**src/rtl/countdown_timer_ar_if.sv**
```systemverilog
// Control and status bundle for countdown_timer_ar: load/decrement/mode controls
// in, counter value and expiry flags out.
interface countdown_timer_ar_if #(
  parameter int N  = 8,
  parameter int PW = 4
);
  logic          load;
  logic [N-1:0]  value;
  logic          decr;
  logic          mode;
  logic [PW-1:0] prescale;
  logic          clear;
  logic [N-1:0]  count;
  logic          timeup;
  logic          expired;
  logic          sticky;

  modport master (
    output load, value, decr, mode, prescale, clear,
    input  count, timeup, expired, sticky
  );

  modport slave (
    input  load, value, decr, mode, prescale, clear,
    output count, timeup, expired, sticky
  );
endinterface

```
**src/rtl/countdown_timer_ar.sv**
```systemverilog
// Prescaled down-counter with one-shot / auto-reload modes, expiry pulse and a
// sticky expiry flag. Synchronous active-low reset.
//
//   state | meaning
//   IDLE  | count is 0, never expired since the last load/reset
//   RUN   | count > 0, counting down on prescaled ticks
//   DONE  | one-shot expiry reached, count parked at 0
module countdown_timer_ar #(
  parameter int N  = 8,
  parameter int PW = 4
) (
  input  logic               clk,
  input  logic               reset,
  countdown_timer_ar_if.slave bus
);
  typedef enum logic [1:0] {IDLE = 2'd0, RUN = 2'd1, DONE = 2'd2} state_t;

  state_t        state_q, state_d;
  logic [N-1:0]  r_q, r_d;
  logic [N-1:0]  count_q, count_d;
  logic [PW-1:0] p_q, p_d;
  logic          expired_q, expired_d;
  logic          sticky_q, sticky_d;
  logic          tick;
  logic          expire;

  always_ff @(posedge clk) begin
    if (!reset) begin
      state_q   <= IDLE;
      r_q       <= '0;
      count_q   <= '0;
      p_q       <= '0;
      expired_q <= 1'b0;
      sticky_q  <= 1'b0;
    end else begin
      state_q   <= state_d;
      r_q       <= r_d;
      count_q   <= count_d;
      p_q       <= p_d;
      expired_q <= expired_d;
      sticky_q  <= sticky_d;
    end
  end

  always_comb begin
    tick      = (state_q == RUN) && bus.decr && !bus.load && (p_q == bus.prescale);
    expire    = tick && (count_q == N'(1));
    state_d   = state_q;
    r_d       = r_q;
    count_d   = count_q;
    p_d       = p_q;
    expired_d = expire;
    // Expiry wins over a same-cycle clear so the event is never lost.
    sticky_d  = expire | (sticky_q & ~bus.clear);

    if (bus.load) begin
      r_d     = bus.value;
      count_d = bus.value;
      p_d     = '0;
      state_d = (bus.value != '0) ? RUN : IDLE;
    end else begin
      case (state_q)
        RUN: begin
          if (tick) begin
            p_d = '0;
            if (count_q == N'(1)) begin
              if (bus.mode) begin
                count_d = r_q;
              end else begin
                count_d = '0;
                state_d = DONE;
              end
            end else begin
              count_d = count_q - N'(1);
            end
          end else if (bus.decr) begin
            p_d = p_q + PW'(1);
          end
        end
        default: p_d = '0;
      endcase
    end
  end

  assign bus.count   = count_q;
  assign bus.timeup  = (count_q == '0);
  assign bus.expired = expired_q;
  assign bus.sticky  = sticky_q;
endmodule

```
**src/flat_wrapper.sv**
```systemverilog
// flat-port wrapper written by rule: the top's interface ports become plain ports
module countdown_timer_ar_flat 
#(
  parameter int N  = 8,
  parameter int PW = 4
)
  (clk, reset, bus_load, bus_value, bus_decr, bus_mode, bus_prescale, bus_clear, bus_count, bus_timeup, bus_expired, bus_sticky);
  countdown_timer_ar_if #(.N(N), .PW(PW)) bus_i ();
  input  logic clk;
  input  logic reset;
  input wire logic [$bits(bus_i.load)-1:0] bus_load;
  input wire logic [$bits(bus_i.value)-1:0] bus_value;
  input wire logic [$bits(bus_i.decr)-1:0] bus_decr;
  input wire logic [$bits(bus_i.mode)-1:0] bus_mode;
  input wire logic [$bits(bus_i.prescale)-1:0] bus_prescale;
  input wire logic [$bits(bus_i.clear)-1:0] bus_clear;
  output wire logic [$bits(bus_i.count)-1:0] bus_count;
  output wire logic [$bits(bus_i.timeup)-1:0] bus_timeup;
  output wire logic [$bits(bus_i.expired)-1:0] bus_expired;
  output wire logic [$bits(bus_i.sticky)-1:0] bus_sticky;
  assign bus_i.load = bus_load;
  assign bus_i.value = bus_value;
  assign bus_i.decr = bus_decr;
  assign bus_i.mode = bus_mode;
  assign bus_i.prescale = bus_prescale;
  assign bus_i.clear = bus_clear;
  assign bus_count = bus_i.count;
  assign bus_timeup = bus_i.timeup;
  assign bus_expired = bus_i.expired;
  assign bus_sticky = bus_i.sticky;
  countdown_timer_ar #(.N(N), .PW(PW)) u_core (.clk(clk), .reset(reset), .bus(bus_i));
endmodule
```
**config.mk**
```make
export PLATFORM = sky130hd
export DESIGN_NAME = countdown_timer_ar_flat
export DESIGN_NICKNAME = d
export VERILOG_FILES = /design/src/rtl/countdown_timer_ar_if.sv /design/src/rtl/countdown_timer_ar.sv /design/src/flat_wrapper.sv
export SDC_FILE = /design/constraint.sdc
export NUM_CORES = 1
export LEC_CHECK = 0
export BUFFER_PORTS_ARGS = -buffer_cell sky130_fd_sc_hd__buf_2
export CORE_UTILIZATION = 55
export CTS_BUF_LIST = sky130_fd_sc_hd__clkbuf_16
export DETAILED_ROUTE_END_ITERATION = 8
export PLACE_DENSITY = 0.9
export SLEW_MARGIN = 15
export SYNTH_ARGS = -nofsm -noshare
export SYNTH_HDL_FRONTEND = slang
export SYNTH_SLANG_ARGS = --single-unit
```
**constraint.sdc**
```tcl
create_clock -name clk -period 3.61 [get_ports clk]
set_input_delay 0.722 -clock clk [delete_from_list [all_inputs] [get_ports clk]]
set_output_delay 0.722 -clock clk [all_outputs]
set_load 0.01 [all_outputs]
```
---- After elaboration in Yosys (flattened, before gate mapping) ----
Index checks and enable logic that the tools add are counted.
word-level totals
  register bits ........................... 24
  bits of input ports ..................... 18
  output and inout port bits .............. 11
cells by class
  reductions and logical operators ........ 13
  add/sub/neg operators ................... 2
  equality and inequality tests ........... 4
  bitwise operators ....................... 5
  muxes and demuxes ....................... 11
operator list
  kind                                                  count
  two-way mux 8 bit                                     5
  two-way mux 2 bit                                     5
  equality test 8 x 1 -> 1 bit (second input constant)  1
  zero test 8 bit                                       1
  nonzero test 8 bit                                    1
  subtractor 8 x 1 -> 8 bit (second input constant)     1
  nonzero test 2 bit                                    3
  adder 4 x 1 -> 4 bit (second input constant)          1
  equality test 4 bit                                   1
  logical AND 1 bit                                     4
  AND reduction 4 bit                                   1
  OR reduction 4 bit                                    1
  NOT 1 bit                                             3
  equality test 2 x 1 -> 1 bit (second input constant)  1
  != test 2 bit (second input constant)                 1
  AND reduction 2 bit                                   1
  bitwise AND 1 bit                                     1
  zero test 1 bit                                       1
  two-way mux 1 bit                                     1
  OR 1 bit                                              1

---- Depth between registers and ports, before layout ----
  word-level depth ........................ 7
  depth in mapped cells ................... 7
  mapped depth without buffers ............ 7

---- Least setup slack after synthesis ----
OpenSTA, ideal clock, no wires.
  path kind ............................... register -> output
  from .................................... register u_core.count_q[2], in the netlist u_core.bus.count[2]
  to ...................................... output port bus_timeup
  buffers on the path ..................... 0
  data arrival time ....................... 1.014 ns
  data required time ...................... 2.888 ns
  path slack .............................. 1.874 ns
  stages on the path, launching flop included .. 3
  cells stage by stage .................... dfxtp_1 nor4_1 and3_1
on the way
  longest elaborated chain between the ends .. 1
RTL lines
  item                    RTL line                  RTL
  start, declared         countdown_timer_ar.sv:20  logic [N-1:0] count_q, count_d;
  start signal, assigned  countdown_timer_ar.sv:38  count_q <= count_d;
  zero test 8 bit         countdown_timer_ar.sv:86  assign bus.timeup = (count_q == '0);
  end, declared           flat_wrapper.sv:18        output wire logic [$bits(bus_i.timeup)-1:0] bus_timeup;
Every way passes these cells.

---- Final worst setup path ----
Ends and elaborated chain as after synthesis.

==> flow_metrics.env <==
export IMPL_synthDominantCellAreaShare=0.359
export IMPL_synth_edff_count=0
export IMPL_clock_skew_ps=6.22
export IMPL_irDropWorstVdd_mv=0.324
export IMPL_nNetsFinal=203
export IMPL_slew_violations=0
export IMPL_rsz0062_at_grt="false"
export IMPL_worstPathRequired_ps=2890
export IMPL_dpl_hpwl_um=2390
export IMPL_die_h_um=51.3
export IMPL_setup_tns_ps=0
export IMPL_cpMaxStageDelayCell="nor4_1"
export IMPL_crit_buf_inv=1
export IMPL_pwr_share_comb=0.163
export IMPL_globalRouteOverflowTotal=0
export IMPL_ant_nets=0
export IMPL_postCtsHoldBufs=0
export IMPL_wire_per_inst_um=16.2
export IMPL_power_frac_clock=0.377
export IMPL_core_rowCount=17
export IMPL_cp_arrival_ps=1520
export IMPL_first_global_vias=1229
export IMPL_drt_iter0_markers=46
export IMPL_drc=0
export IMPL_ios=29
export IMPL_numPortBuffers=28
export IMPL_max_freq_mhz=445
export IMPL_cp_depth=3
export IMPL_rrSetupSlack_ps=1900
export IMPL_cts_buffers=3
export IMPL_clk_path_buf_depth=2
export IMPL_ys_top_cells_by_area="dfxtp_1 (36%), mux2i_1 (9.0%), nor2_1 (5.6%), a21oi_1 (5.2%), xor2_1 (3.9%)"
export IMPL_ys_warn_count=0
export IMPL_synth_seq_cells=24
export IMPL_setup_viol=0
export IMPL_cpLargestDelayFamily="simple AND/OR/NAND/NOR gates"
export IMPL_hold_ws_ps=504
export IMPL_antenna_found_initial=0
export IMPL_die_w_um=51.3
export IMPL_switching_share=0.264
export IMPL_ys_flop_type="dfxtp_1"
export IMPL_cts_setup_buffers=0
export IMPL_core_mm2=0.00225
export IMPL_criticalPathCategory="reg2out"
export IMPL_n_antenna_cell=0
export IMPL_seqPwrFrac=0.460
export IMPL_hp_class="reg2reg"
export IMPL_crit_path_end_kind="output port"
export IMPL_syn_nets=177
export IMPL_routed_wirelength_um=3370
export IMPL_dr_pass1_iters=4
export IMPL_worstMarginPinSlew_ps=487
export IMPL_area_delta_synth_final_pct=16.2
export IMPL_cts_sinks=24
export IMPL_grt_start_max_net_pins=22
export IMPL_ys_seq_area_frac=0.359
export IMPL_r2r_cells=5
export IMPL_p_switching_w=0.000168
export IMPL_period_needed_ps=2250
export IMPL_vias=1258
export IMPL_hold_path_depth=2
export IMPL_synth_cell_types=44
export IMPL_finalCritPeriodShare=0.622
export IMPL_slowest_delay_ps=510
export IMPL_crit_path_max_fanout=8
export IMPL_start_util=0.594
export IMPL_status="finished clean"
export IMPL_power_density_mw_per_mm2=410
export IMPL_clk_pin_slew_ps=60
export IMPL_die_area_mm2=0.00264
export IMPL_p_int_w=0.000469
export IMPL_max_slew_margin_rel=0.675
export IMPL_syn_inst=155
export IMPL_synth_top_cell_by_area="dfxtp_1"
export IMPL_drv_cap=0
export IMPL_netlist_area_mm2=0.00134
export IMPL_path_cells="nor4_1 > and3_1 > buf_2"
export IMPL_syn_avg_cell_area_um2=8.64
export IMPL_cts_resized=0
export IMPL_synthArstFlopShare=0
export IMPL_clk_latency_ps=260
export IMPL_hold_viol=0
export IMPL_drive_gt1_frac=0.217
export IMPL_p_leak_nw=0.682
export IMPL_h_tree_depth=1
export IMPL_track_usage=0.288
export IMPL_clockRootBuffer="clkbuf_16"
export IMPL_start_kind="flop"
export IMPL_routabilityCongestion=0.872
export IMPL_cts_tree="done"
export IMPL_viasPerCell=6.05
export IMPL_grt_pass1_wl_um=5580
area by class of cell:
cell class              count  area (um2)
inverters                   5        18.8
fillers                   195         699
flip-flops and latches     24         480
repair buffers             28         140
clock inverters             1        3.75
well taps                  28        35.0
multi-input cells         119         802
clock buffers               3        75.1
logic make-up (layout without fill, tap and decap cells):
| group | after synthesis | count (layout) | share of synthesized area |
|---|---|---|---|
| compound gates | 36 | 36 | 0.179 |
| buf+inv | 12 | 37 | 0.0421 |
| simple gates | 58 | 58 | 0.232 |
| fa+ha+maj | 4 | 4 | 0.0374 |
| flops | 24 | 24 | 0.359 |
| xor+xnor | 8 | 8 | 0.0523 |
| mux | 13 | 13 | 0.0981 |
flip-flops by register name (all words and copies together) (netlist names):
signal and flops:
u_core.bus.expired 1, u_core.r_q 8, u_core.bus.sticky 1, u_core.bus.count 8
u_core.p_q 4, u_core.state_q 2
per-layer routing:
metal	share of wire	GRT usage	vias to the layer above
met4	0.016	0.131	0
met1	0.42	0.374	582
li1	-	-	607
met5	0	0	-
met2	0.48	0.476	61
met3	0.079	0.0327	8
cells in the mapped netlist (3+ instances only):
cell type,n
nor2_1,20
dfxtp_1,24
ha_1,4
nor4_1,3
a21oi_1,14
nand2_1,13
a22oi_1,5
xor2_1,6
mux2i_1,12
clkbuf_1,3
o21ai_0,3
inv_1,5
nand3_1,3
nor3_1,6
worst paths after layout:
kind / startpoint / endpoint
worst min-delay path: u_core.r_q[4] / u_core.r_q[4]
worst max register to register: u_core.bus.count[0] / u_core.bus.count[0]
worst max-delay path: u_core.bus.count[2] / bus_timeup
worst min register to register: u_core.r_q[4] / u_core.r_q[4]
stage by stage:
stage	instance area, um2	cells	worst slack, ps	util	total power [W]
2_1_floorplan	1340	155	1870	-	0.000365
3_3_place_gp	1480	204	1500	0.655	0.000394
3_5_place_dp	1480	204	1380	0.655	0.000399
4_1_cts	1560	208	1370	0.690	0.000639
5_1_grt	1560	208	1250	0.690	0.000658
6_report	1560	208	1360	0.690	0.000637
worst register-to-register path: cells and delay by family (launching register included):
family | cells | cell delay [ps]
AND/OR/NAND/NOR | 1 | 210
adder cells (fa/ha/maj) | 1 | 430
flip-flops | 1 | 510
multiplexers | 1 | 160
AO/OA/AOI/OAI | 2 | 270
layout by cell type (no fill, tap or decap), types with 2 or more instances in the layout:
cell / netlist / final
xor2_1: 6 / 6
and2_1: 2 / 2
a22oi_1: 5 / 5
nand2_1: 13 / 13
nor4_1: 3 / 3
nor3_1: 6 / 6
o21ai_0: 3 / 3
inv_1: 5 / 5
ha_1: 4 / 4
dfxtp_1: 24 / 24
xnor2_1: 2 / 2
o221ai_1: 2 / 2
nor2_1: 20 / 20
mux2i_1: 12 / 12
a21oi_1: 14 / 14
clkbuf_16: 0 / 3
nand3_1: 3 / 3
buf_2: 2 / 28
power by group through the flow:
| stage | Combinational (W) | Sequential, W | Clock, W |
|---|---|---|---|
| final | 0.000104 | 0.000293 | 0.000240 |
| after detailed placement | 0.000102 | 0.000298 | 0 |
| after global routing | 0.000114 | 0.000294 | 0.000250 |
| after floorplan | 0.0000685 | 0.000296 | 0 |
| after global placement | 0.0000970 | 0.000297 | 0 |
| after CTS | 0.000103 | 0.000292 | 0.000244 |
Note: power is estimated with default switching activity, not from simulation.
